`src/rtl/mem_access_unit_if.sv`:
```
`default_nettype none
// ============================================================================
// mem_access_unit_if : data-memory request/response channel (req/addr_ok/data_ok)
// Rev 1.0
// ============================================================================
interface mem_access_unit_if #(
  parameter int DW = 32
);
  logic          data_req;
  logic          data_wr;
  logic [1:0]    data_size;
  logic [DW-1:0] data_addr;
  logic [3:0]    data_wstrb;
  logic [DW-1:0] data_wdata;
  logic          data_addr_ok;
  logic          data_data_ok;
  logic [DW-1:0] data_rdata;

  modport master (
    output data_req, data_wr, data_size, data_addr, data_wstrb, data_wdata,
    input  data_addr_ok, data_data_ok, data_rdata
  );

  modport slave (
    input  data_req, data_wr, data_size, data_addr, data_wstrb, data_wdata,
    output data_addr_ok, data_data_ok, data_rdata
  );
endinterface
`default_nettype wire

```
`src/rtl/mem_access_unit.sv`:
```
`default_nettype none
// ============================================================================
// mem_access_unit : MEM-stage data-memory access, store formatting, load align
// Optional MEM_LWLR_EN : LWL/LWR merge datapath.                      Rev 1.0
// ============================================================================
module mem_access_unit #(
  parameter int DW = 32
) (
  input  logic              clk,
  input  logic              resetn,
  input  logic              MEM_Flush,
  input  logic              MEM_Wr,
  input  logic              EXE_Valid,
  input  logic              EXE_ExceptValid,
  input  logic [2:0]        EXE_LdOp,
  input  logic [1:0]        EXE_StOp,
  input  logic [DW-1:0]     EXE_ALUOut,
  input  logic [DW-1:0]     EXE_OutB,
  input  logic [DW-1:0]     EXE_Result,
  input  logic [4:0]        EXE_Dst,
  mem_access_unit_if.master bus,
  output logic              MEM_Valid,
  output logic [DW-1:0]     MEM_Result,
  output logic [4:0]        MEM_Dst,
  output logic              MEM_DCacheStall
);

  typedef enum logic [2:0] {
    S_IDLE  = 3'd0,
    S_REQ   = 3'd1,
    S_WAIT  = 3'd2,
    S_DONE  = 3'd3,
    S_DRAIN = 3'd4
  } state_e;

  state_e        state_q;
  logic          valid_q;
  logic [2:0]    ldop_q;
  logic [1:0]    stop_q;
  logic [DW-1:0] addr_q;
  logic [DW-1:0] outb_q;
  logic [DW-1:0] result_q;
  logic [4:0]    dst_q;

  logic          stall_d;
  logic          capture_d;
  logic          new_memop_d;
  logic          is_load_d;
  logic [DW-1:0] rd_byte_sh_d;
  logic [DW-1:0] rd_half_sh_d;
  logic [DW-1:0] ld_data_d;

  assign stall_d     = (state_q == S_REQ) || (state_q == S_WAIT) || (state_q == S_DRAIN);
  assign capture_d   = MEM_Wr && !stall_d && !MEM_Flush;
  assign new_memop_d = EXE_Valid && !EXE_ExceptValid && ((EXE_LdOp != 3'd0) || (EXE_StOp != 2'd0));
  assign is_load_d   = (stop_q == 2'd0);

  assign MEM_Valid       = valid_q;
  assign MEM_Result      = result_q;
  assign MEM_Dst         = dst_q;
  assign MEM_DCacheStall = stall_d;

  // Request fields come straight from the stage registers, which cannot
  // change while stalled, so they stay stable until addr_ok.
  assign bus.data_req = (state_q == S_REQ);
  assign bus.data_wr  = !is_load_d;
  assign bus.data_addr = (is_load_d && (ldop_q >= 3'd5)) ? {addr_q[DW-1:2], 2'b00} : addr_q;

  always_comb begin
    bus.data_size  = 2'd0;
    bus.data_wstrb = 4'b0000;
    bus.data_wdata = '0;
    case (stop_q)
      2'd1: begin
        bus.data_size  = 2'd0;
        bus.data_wstrb = 4'b0001 << addr_q[1:0];
        bus.data_wdata = {4{outb_q[7:0]}};
      end
      2'd2: begin
        bus.data_size  = 2'd1;
        bus.data_wstrb = addr_q[1] ? 4'b1100 : 4'b0011;
        bus.data_wdata = {2{outb_q[15:0]}};
      end
      2'd3: begin
        bus.data_size  = 2'd2;
        bus.data_wstrb = 4'b1111;
        bus.data_wdata = outb_q;
      end
      default: begin
        case (ldop_q)
          3'd1, 3'd2: bus.data_size = 2'd0;
          3'd3, 3'd4: bus.data_size = 2'd1;
          3'd0:       bus.data_size = 2'd0;
          default:    bus.data_size = 2'd2;
        endcase
      end
    endcase
  end

  assign rd_byte_sh_d = bus.data_rdata >> {addr_q[1:0], 3'b000};
  assign rd_half_sh_d = bus.data_rdata >> {addr_q[1], 4'b0000};

  always_comb begin
    ld_data_d = bus.data_rdata;
    case (ldop_q)
      3'd1: ld_data_d = {{24{rd_byte_sh_d[7]}}, rd_byte_sh_d[7:0]};
      3'd2: ld_data_d = {24'd0, rd_byte_sh_d[7:0]};
      3'd3: ld_data_d = {{16{rd_half_sh_d[15]}}, rd_half_sh_d[15:0]};
      3'd4: ld_data_d = {16'd0, rd_half_sh_d[15:0]};
`ifdef MEM_LWLR_EN
      // Little-endian LWL/LWR: memory bytes fill the register from the top (LWL)
      // or from the bottom (LWR); the remaining bytes keep the old rt value.
      3'd6: begin
        case (addr_q[1:0])
          2'd0:    ld_data_d = {bus.data_rdata[7:0],  outb_q[23:0]};
          2'd1:    ld_data_d = {bus.data_rdata[15:0], outb_q[15:0]};
          2'd2:    ld_data_d = {bus.data_rdata[23:0], outb_q[7:0]};
          default: ld_data_d = bus.data_rdata;
        endcase
      end
      3'd7: begin
        case (addr_q[1:0])
          2'd0:    ld_data_d = bus.data_rdata;
          2'd1:    ld_data_d = {outb_q[31:24], bus.data_rdata[31:8]};
          2'd2:    ld_data_d = {outb_q[31:16], bus.data_rdata[31:16]};
          default: ld_data_d = {outb_q[31:8],  bus.data_rdata[31:24]};
        endcase
      end
`endif
      default: ld_data_d = bus.data_rdata;
    endcase
  end

  always_ff @(posedge clk or negedge resetn) begin
    if (!resetn) begin
      state_q  <= S_IDLE;
      valid_q  <= 1'b0;
      ldop_q   <= 3'd0;
      stop_q   <= 2'd0;
      addr_q   <= '0;
      outb_q   <= '0;
      result_q <= '0;
      dst_q    <= 5'd0;
    end else if (MEM_Flush) begin
      valid_q <= 1'b0;
      // An accepted request still owes one data_ok; swallow it in DRAIN.
      case (state_q)
        S_REQ:           state_q <= (bus.data_addr_ok && !bus.data_data_ok) ? S_DRAIN : S_IDLE;
        S_WAIT, S_DRAIN: state_q <= bus.data_data_ok ? S_IDLE : S_DRAIN;
        default:         state_q <= S_IDLE;
      endcase
    end else if (capture_d) begin
      valid_q  <= EXE_Valid;
      ldop_q   <= EXE_LdOp;
      stop_q   <= EXE_StOp;
      addr_q   <= EXE_ALUOut;
      outb_q   <= EXE_OutB;
      result_q <= EXE_Result;
      dst_q    <= EXE_Dst;
      state_q  <= new_memop_d ? S_REQ : S_IDLE;
    end else begin
      case (state_q)
        S_REQ: begin
          if (bus.data_addr_ok) begin
            if (bus.data_data_ok) begin
              state_q <= S_DONE;
              if (is_load_d) result_q <= ld_data_d;
            end else begin
              state_q <= S_WAIT;
            end
          end
        end
        S_WAIT: begin
          if (bus.data_data_ok) begin
            state_q <= S_DONE;
            if (is_load_d) result_q <= ld_data_d;
          end
        end
        S_DRAIN: begin
          if (bus.data_data_ok) state_q <= S_IDLE;
        end
        default: ;
      endcase
    end
  end

endmodule
`default_nettype wire

```
`src/flat_wrapper.sv`:
```
// flat-port wrapper written by rule: the top's interface ports become plain ports
module mem_access_unit_flat 
#(
  parameter int DW = 32
)
  (clk, resetn, MEM_Flush, MEM_Wr, EXE_Valid, EXE_ExceptValid, EXE_LdOp, EXE_StOp, EXE_ALUOut, EXE_OutB, EXE_Result, EXE_Dst, MEM_Valid, MEM_Result, MEM_Dst, MEM_DCacheStall, bus_data_req, bus_data_wr, bus_data_size, bus_data_addr, bus_data_wstrb, bus_data_wdata, bus_data_addr_ok, bus_data_data_ok, bus_data_rdata);
  mem_access_unit_if #(.DW(DW)) bus_i ();
  input  logic clk;
  input  logic resetn;
  input  logic MEM_Flush;
  input  logic MEM_Wr;
  input  logic EXE_Valid;
  input  logic EXE_ExceptValid;
  input  logic [2:0] EXE_LdOp;
  input  logic [1:0] EXE_StOp;
  input  logic [DW-1:0] EXE_ALUOut;
  input  logic [DW-1:0] EXE_OutB;
  input  logic [DW-1:0] EXE_Result;
  input  logic [4:0] EXE_Dst;
  output logic MEM_Valid;
  output logic [DW-1:0] MEM_Result;
  output logic [4:0] MEM_Dst;
  output logic MEM_DCacheStall;
  output wire logic [$bits(bus_i.data_req)-1:0] bus_data_req;
  output wire logic [$bits(bus_i.data_wr)-1:0] bus_data_wr;
  output wire logic [$bits(bus_i.data_size)-1:0] bus_data_size;
  output wire logic [$bits(bus_i.data_addr)-1:0] bus_data_addr;
  output wire logic [$bits(bus_i.data_wstrb)-1:0] bus_data_wstrb;
  output wire logic [$bits(bus_i.data_wdata)-1:0] bus_data_wdata;
  input wire logic [$bits(bus_i.data_addr_ok)-1:0] bus_data_addr_ok;
  input wire logic [$bits(bus_i.data_data_ok)-1:0] bus_data_data_ok;
  input wire logic [$bits(bus_i.data_rdata)-1:0] bus_data_rdata;
  assign bus_data_req = bus_i.data_req;
  assign bus_data_wr = bus_i.data_wr;
  assign bus_data_size = bus_i.data_size;
  assign bus_data_addr = bus_i.data_addr;
  assign bus_data_wstrb = bus_i.data_wstrb;
  assign bus_data_wdata = bus_i.data_wdata;
  assign bus_i.data_addr_ok = bus_data_addr_ok;
  assign bus_i.data_data_ok = bus_data_data_ok;
  assign bus_i.data_rdata = bus_data_rdata;
  mem_access_unit #(.DW(DW)) u_core (.clk(clk), .resetn(resetn), .MEM_Flush(MEM_Flush), .MEM_Wr(MEM_Wr), .EXE_Valid(EXE_Valid), .EXE_ExceptValid(EXE_ExceptValid), .EXE_LdOp(EXE_LdOp), .EXE_StOp(EXE_StOp), .EXE_ALUOut(EXE_ALUOut), .EXE_OutB(EXE_OutB), .EXE_Result(EXE_Result), .EXE_Dst(EXE_Dst), .bus(bus_i), .MEM_Valid(MEM_Valid), .MEM_Result(MEM_Result), .MEM_Dst(MEM_Dst), .MEM_DCacheStall(MEM_DCacheStall));
endmodule
```
`config.mk`:
```
export PLATFORM = sky130hd
export DESIGN_NAME = mem_access_unit_flat
export DESIGN_NICKNAME = d
export VERILOG_FILES = /design/src/rtl/mem_access_unit_if.sv /design/src/rtl/mem_access_unit.sv /design/src/flat_wrapper.sv
export SDC_FILE = /design/constraint.sdc
export NUM_CORES = 1
export LEC_CHECK = 0
export BUFFER_PORTS_ARGS = -buffer_cell sky130_fd_sc_hd__clkbuf_2
export CORE_MARGIN = 8
export CORE_UTILIZATION = 44
export CTS_CLUSTER_DIAMETER = 100
export DETAILED_ROUTE_END_ITERATION = 6
export HOLD_SLACK_MARGIN = 0.05
export PLACE_DENSITY = 0.9
export SLEW_MARGIN = 30
export SYNTH_ARGS = -nofsm -noshare
export SYNTH_HDL_FRONTEND = slang
export SYNTH_SLANG_ARGS = --single-unit
```
`constraint.sdc`:
```
create_clock -name clk -period 2.04 [get_ports clk]
set_input_delay 0.102 -clock clk [delete_from_list [all_inputs] [get_ports clk]]
set_output_delay 0.102 -clock clk [all_outputs]
set_load 0.05 [all_outputs]
```
==> impl_metrics.py, run 1 <==
metrics = {
    "clock_tree": {
        "max-clock-path-buffers": 2,
        "numCtsBuffers": 9,
        "clockRootBuffer": "sky130_fd_sc_hd__clkbuf_16",
        "cts_tree": "done",
        "cts.sink_count": 110,
        "clock_tree.htree_level_count": 3,
        "clkLatencyLatePin_ns": 0.36,
        "cts.clk_slew.worst_paths_ns": 0.07,
    },
    "routing": {
        "drt_wl_total_mm": 24.3,
        "drt-wirelength-per-cell_um": 20.0,
        "num_vias": 6735,
        "drc": 0,
        "drt-initial-drc-count": 549,
        "drt.antenna.violating_nets": 0,
        "vias_cell": 5.53,
        "first_pass_detailed_route_iteration_total": 6,
    },
    "floorplanning": {
        "fp.dieH_um": 133,
        "io_pins": 257,
        "starting_density_pct": 45.2,
        "placeableCoreArea_um2": 13200,
        "die_width_um": 133,
        "die_area_um2": 17600,
        "num_rows": 42,
    },
    "outcome": {
        "status": "finished clean",
    },
    "pwr": {
        "netSwitchingPower_w": 0.00986,
        "power.static_leakage_nw": 4.68,
        "clock_power_share_pct": 10.7,
        "fin_total_pwr_w": 0.0185,
        "internal_power_w": 0.00862,
        "power.share.switching_pct": 53.4,
        "power.density_nw_per_um2": 2010,
        "sequential_share_of_power_pct": 21.5,
        "power_frac_comb_pct": 67.8,
        "ir_drop_v": 0.00137,
    },
    "timing": {
        "final_period_utilization_pct": 97.6,
        "clock_skew_ns": 0.00873,
        "hold_viol_final": 0,
        "timing.final.setup_violations": 0,
        "time_the_worst_path_needs_with_i_o_delays_and_setup_ns": 1.99,
        "timing_max_transition_violations_final": 0,
        "grt_setup_unrepaired": "yes",
        "fmaxAchievable_mhz": 502,
        "final.setup.tns_ns": 0,
        "tightestPinTransition_ns": 0.519,
        "slew_headroom_pct": 64.9,
    },
    "critical_path": {
        "timing.critical_path.slowest_cell_delay_ns": 0.43,
        "ordered_list_of_cells_on_the_worst_path": "buf_12 > nor2b_1 > buf_4 > nand2_1 > o21ai_2 > buf_12",
        "worst-r2r-cell-count": 7,
        "critPathArrivalTime_ns": 1.89,
        "critical_setup_path_kind": "reg2out",
        "slowest_cp_cell": "sky130_fd_sc_hd__dfrtp_1",
        "crit_path_frequent_cell": "sky130_fd_sc_hd__buf_12",
        "critical_path_peak_fanout": 24,
        "critical_path.reg2reg.startpoint": "u_core.state_q[1]",
        "endpoint_kind_of_the_worst_setup_timing_path": "primary output",
        "worst-path-buf-inv": 3,
        "cp-start-kind": "flip-flop",
        "timing.critical_path.required_ns": 1.94,
        "worst_path_dominant_cell_family": "buffers and inverters",
        "r2r-end": "u_core.MEM_Result[7]",
        "regToRegSetupSlack_ns": 0.08,
    },
    "finish": {
        "mostFrequentLayoutCells": "263 x sky130_fd_sc_hd__nand2_1, 223 x sky130_fd_sc_hd__clkbuf_2, 109 x sky130_fd_sc_hd__dfrtp_1",
        "flow.area_growth_from_synthesis_pct": 53.6,
        "num-nets-final": 1179,
        "layout-drive-gt1-share_pct": 33.0,
        "layout_commonest_cell": "sky130_fd_sc_hd__nand2_1",
    },
    "hold_path": {
        "worstHoldPathType": "in2reg",
        "min_from": "bus_data_rdata[2]",
        "hold-path-endpoint": "u_core.MEM_Result[2]",
        "hold_depth": 3,
    },
    "yosys": {
        "syn_nets": 863,
        "synth_edf_count": 0,
        "flops_latches_synth": 110,
        "synth_cell_types": 42,
        "synth_area_um2": 5980,
        "top_reg_cell_synth": "sky130_fd_sc_hd__dfrtp_1",
        "post_syn_area_per_cell_um2": 8.34,
        "synth-seq-area-share_pct": 46.0,
        "share_of_flip_flops_with_an_asynchronous_set_or_reset_pct": 100,
        "post_synth_inst_count": 717,
        "yosysWarnings": 0,
    },
    "place": {
        "hpwlAfterDp_mm": 15.8,
        "io_buffers": 256,
        "gpl.final_weighted_congestion": 0.869,
    },
    "global_routing": {
        "track_usage_pct": 26.8,
        "grt_first_pass_wirelength_mm": 38.0,
        "grt_overflow_total": 0,
        "grt_start_max_net_pins": 60,
        "grt_antenna_before_repair": 5,
        "vias_in_the_first_global_route": 7178,
    },
    "run": {
        "max_cap_violations": 0,
    },
}
## cell usage after synthesis (all sizes together), types with 4 or more instances
cell / n / area share, %
dfrtp: 110 / 46
a21oi: 38 / 3.2
inv: 9 / 0.56
buf: 49 / 5.5
mux2i: 25 / 4.2
o221ai: 8 / 1.2
o21ai: 37 / 3.1
a221o: 8 / 1.3
nand2: 264 / 17
nor2: 42 / 2.6
o2bb2ai: 16 / 2.3
nor2b: 12 / 1.3
nor3: 9 / 0.94
xnor2: 4 / 0.59
a31oi: 8 / 0.84
clkbuf: 27 / 1.7
mux2: 17 / 3.2
## area by class of cell
type	instances	area, µm²
sequential	110	2750
multi-input combinational	522	2840
tap	176	220
timing repair buffer	381	3000
clock buffer	9	225
clock inverter	7	105
inverter	9	33.8
antenna	3	7.51
fill	941	4060
## sequential cells by signal, summed over array words and instances, names as in the netlist
register,cells
u_core.stop_q,2
u_core.MEM_Valid,1
u_core.outb_q,32
u_core.addr_q,32
u_core.MEM_Dst,5
u_core.ldop_q,3
u_core.state_q,3
u_core.MEM_Result,32
## cell families after synthesis
| family | count (synthesis) | share of synthesized area, % |
|---|---|---|
| simple gates | 339 | 23.0 |
| xor+xnor | 4 | 0.586 |
| compound gates | 136 | 14.9 |
| buf+inv | 85 | 7.76 |
| flops | 110 | 46.0 |
| mux | 43 | 7.76 |
## power by group through the flow
stage               Sequential (W)  Combinational (W)  Clock (W)
floorplan                  0.00503            0.00702          0
global placement           0.00387             0.0118          0
detailed placement         0.00391             0.0120          0
CTS                        0.00389             0.0122    0.00199
global route               0.00406             0.0132    0.00209
finish                     0.00397             0.0125    0.00199
## metrics by stage
step                area [µm²]  cells  hold slack, ns  utilization (%)  worst slack [ns]
floorplan                 5980    717          -0.194                -            -0.109
CTS                       9100   1211          0.0539             68.7            0.0325
detailed placement        7860   1106           0.100             59.4           0.00886
global placement          7860   1106          0.0935             59.4             0.108
global route              9190   1217          0.0884             69.4           -0.0295
finish                    9190   1217          0.0727             69.4            0.0495
## worst max path at each step
stage                          start                    end  slack [ns]  depth (start not counted)
CTS                 u_core.ldop_q[1]   u_core.MEM_Result[2]        0.03                          6
global placement    u_core.ldop_q[1]   u_core.MEM_Result[2]        0.11                          6
global route        u_core.stop_q[0]     bus_data_wdata[19]       -0.03                          6
finish              u_core.stop_q[0]     bus_data_wdata[26]        0.05                          6
floorplan           u_core.addr_q[1]      bus_data_wstrb[0]       -0.11                          5
detailed placement  u_core.addr_q[1]  u_core.MEM_Result[10]       0.009                          5
## layer usage
| metal | vias up | track usage, % | wire length, µm |
|---|---|---|---|
| met5 | - | 0 | 16 |
| met4 | 4 | 11.8 | 1010 |
| met3 | 85 | 9.80 | 2330 |
| met2 | 413 | 47.2 | 12200 |
| met1 | 3220 | 28.0 | 8680 |
| li1 | 3013 | - | - |
## worst reg2reg max path, delay by kind of cell, from the launching register on
family	cells	cell delay [ns]
simple gates	2	0.32
compound gates	3	0.71
buf+inv	2	0.37
flops	1	0.46
## what timing repair did
item	CTS	global route
setup buffers	0	3
resized for setup	4	17
endpoints found under the setup margin	8	76
pin swaps	0	2
hold buffers	89	0
hold endpoints to repair	121	0
(Power assumes the default switching activity.)
==> inputs of run 2 (changes only) <==
--- a/config.mk
+++ b/config.mk
@@ -5,14 +5,16 @@
 export SDC_FILE = /design/constraint.sdc
 export NUM_CORES = 1
 export LEC_CHECK = 0
-export BUFFER_PORTS_ARGS = -buffer_cell sky130_fd_sc_hd__clkbuf_2
+export CELL_PAD_IN_SITES_DETAIL_PLACEMENT = 1
+export CELL_PAD_IN_SITES_GLOBAL_PLACEMENT = 2
 export CORE_MARGIN = 8
-export CORE_UTILIZATION = 44
+export CORE_UTILIZATION = 32
 export CTS_CLUSTER_DIAMETER = 100
 export DETAILED_ROUTE_END_ITERATION = 6
+export DONT_BUFFER_PORTS = 1
 export HOLD_SLACK_MARGIN = 0.05
-export PLACE_DENSITY = 0.9
-export SLEW_MARGIN = 30
+export PLACE_DENSITY = 0.89
+export SLEW_MARGIN = 10
 export SYNTH_ARGS = -nofsm -noshare
 export SYNTH_HDL_FRONTEND = slang
 export SYNTH_SLANG_ARGS = --single-unit
==> run 2 against run 1 <==
  * The flow now finishes with violations (negative hold slack)
  * Via count fell by 16%
  * Critical path depth did not move
  * Die area rose by 33%
  * Worst hold slack got worse by 0.63 ns
  * Register-to-register slack got worse by 0.03 ns
==> impl_metrics.py, run 2 (synthesis gave the netlist of run 1 again) <==
metrics = {
    "outcome": {
        "status": "finished, violations left",
        "violations": "negative hold slack",
    },
    "pwr": {
        "sequential_share_of_power_pct": 36.9,
        "netSwitchingPower_w": 0.00950,
        "ir_drop_v": 0.00111,
        "power_frac_comb_pct": 52.3,
        "internal_power_w": 0.00779,
        "power.density_nw_per_um2": 2070,
        "clock_power_share_pct": 10.8,
        "power.share.switching_pct": 54.9,
        "power.static_leakage_nw": 3.85,
    },
    "hold_path": {
        "worstHoldPathType": "in2async",
    },
    "clock_tree": {
        "clkLatencyLatePin_ns": 0.36,
        "cts_tree": "done",
        "clock_tree.htree_level_count": 3,
        "clockRootBuffer": "sky130_fd_sc_hd__clkbuf_16",
        "cts.clk_slew.worst_paths_ns": 0.09,
        "cts.hold.buffers_added": 121,
        "numCtsBuffers": 9,
        "cts.sink_count": 110,
        "max-clock-path-buffers": 2,
    },
    "place": {
        "gpl.final_weighted_congestion": 0.820,
        "hpwlAfterDp_mm": 16.2,
        "io_buffers": 0,
        "placed_cell_area_um2": 6750,
        "placed_cells": 948,
    },
    "global_routing": {
        "grt_overflow_total": 0,
        "track_usage_pct": 20.5,
        "vias_in_the_first_global_route": 6353,
        "grt_start_max_net_pins": 111,
        "grt_antenna_before_repair": 3,
        "grt_first_pass_wirelength_mm": 37.9,
    },
    "critical_path": {
        "timing.critical_path.required_ns": 2.29,
        "critPathArrivalTime_ns": 2.23,
        "regToRegSetupSlack_ns": 0.05,
        "cp-start-kind": "flip-flop",
        "critical_path_peak_fanout": 39,
        "endpoint_kind_of_the_worst_setup_timing_path": "flip-flop",
        "critical_setup_path_kind": "reg2reg",
    },
    "timing": {
        "fmaxAchievable_mhz": 503,
        "timing_max_transition_violations_final": 0,
        "clock_skew_ns": 0.0148,
        "hold_viol_final": 110,
        "slew_headroom_pct": 63.5,
        "grt_setup_unrepaired": "yes",
        "time_the_worst_path_needs_with_i_o_delays_and_setup_ns": 1.99,
        "hold_worst_slack_ns": -0.556,
        "timing.final.setup_violations": 0,
        "final_period_utilization_pct": 97.4,
        "tightestPinTransition_ns": 0.540,
    },
    "routing": {
        "routed-wl-met3_mm": 1.96,
        "drt_wl_total_mm": 24.2,
        "wl_met2_mm": 12.5,
        "wl_met1_mm": 9.26,
        "num_vias": 5682,
        "vias_cell": 5.24,
        "drt-wirelength-per-cell_um": 22.3,
        "dr.max_layer_used": "met5",
        "drt-initial-drc-count": 324,
        "drt.antenna.violating_nets": 0,
        "drc": 0,
        "first_pass_detailed_route_iteration_total": 4,
    },
    "finish": {
        "num-nets-final": 992,
        "flow.area_growth_from_synthesis_pct": 39.4,
        "layout_commonest_cell": "sky130_fd_sc_hd__nand2_1",
        "post_layout_nonfiller_instances": 1085,
        "mostFrequentLayoutCells": "264 x sky130_fd_sc_hd__nand2_1, 121 x sky130_fd_sc_hd__dlygate4sd3_1, 107 x sky130_fd_sc_hd__dfrtp_1",
        "layout-drive-gt1-share_pct": 14.6,
        "antenna_cells": 0,
        "stdcell_area_um2": 8340,
    },
    "floorplanning": {
        "fp.dieH_um": 153,
        "num_rows": 50,
        "starting_density_pct": 32.3,
        "die_area_um2": 23300,
        "die_width_um": 153,
        "io_pins": 257,
        "placeableCoreArea_um2": 18500,
    },
    "run": {
        "max_cap_violations": 0,
    },
}
-- run 2: layout make-up --
class                      count  area [µm²]
clock buffer                  10         229
clock inverter                 6        81.3
fill                        2100       10200
inverter                       9        33.8
multi-input combinational    522        2840
sequential                   110        2760
tap                          234         293
timing repair buffer         194        2100
-- run 2: power by group through the flow --
stage                     Sequential (W)  Clock, W  Combinational, W
after floorplan                  0.00503         0           0.00702
after global placement           0.00639         0           0.00846
after detailed placement         0.00642         0           0.00863
after CTS                        0.00637   0.00194           0.00889
after global routing             0.00652   0.00202           0.00970
final                            0.00638   0.00188           0.00903
-- run 2: worst max-delay path: stages (launching register included) --
cell	delay, ns
sky130_fd_sc_hd__dfrtp_2	0.46
sky130_fd_sc_hd__buf_4	0.18
sky130_fd_sc_hd__nor3b_1	0.14
sky130_fd_sc_hd__a2bb2oi_1	0.16
sky130_fd_sc_hd__nor3b_2	0.30
sky130_fd_sc_hd__buf_12	0.25
sky130_fd_sc_hd__mux2_2	0.37
-- run 2: worst paths after layout --
path | to | from | depth (start not counted)
worst min register to register | u_core.outb_q[17] | u_core.outb_q[17] | 2
worst min-delay path | u_core.outb_q[6] | resetn | 0
min in group clk | u_core.MEM_Result[10] | bus_data_rdata[10] | 2
worst max register to register | u_core.MEM_Result[18] | u_core.state_q[0] | 6
worst max-delay path | u_core.MEM_Result[18] | u_core.state_q[0] | 6
max in group asynchronous | u_core.outb_q[23] | resetn | 0
-- run 2: per-stage QoR --
| stage | power, W | util (%) | worst slack, ns | setup TNS, ns |
|---|---|---|---|---|
| finish | 0.0173 | 45.0 | 0.0535 | 0 |
| global route | 0.0182 | 45.0 | -0.00912 | -0.0213 |
| CTS | 0.0172 | 44.8 | 0.0158 | 0 |
| detailed placement | 0.0150 | 36.4 | -0.0213 | -0.0553 |
| global placement | 0.0148 | 36.4 | 0.118 | 0 |
| floorplan | 0.0120 | - | -0.109 | -0.217 |
-- run 2: repair_timing --
| item | in CTS | in global routing |
|---|---|---|
| gates cloned | 0 | 0 |
| setup endpoints to repair | 14 | 38 |
| endpoints found under the hold margin | 218 | 110 |
| pin swaps | 0 | 1 |
| setup buffers | 0 | 0 |
| gates resized for setup | 4 | 13 |
-- run 2: metal layers --
layer	track usage, %	vias to the layer above
met5	0	-
met4	5.89	6
met3	7.29	39
met2	36.1	193
met1	22.9	2821
li1	-	2623
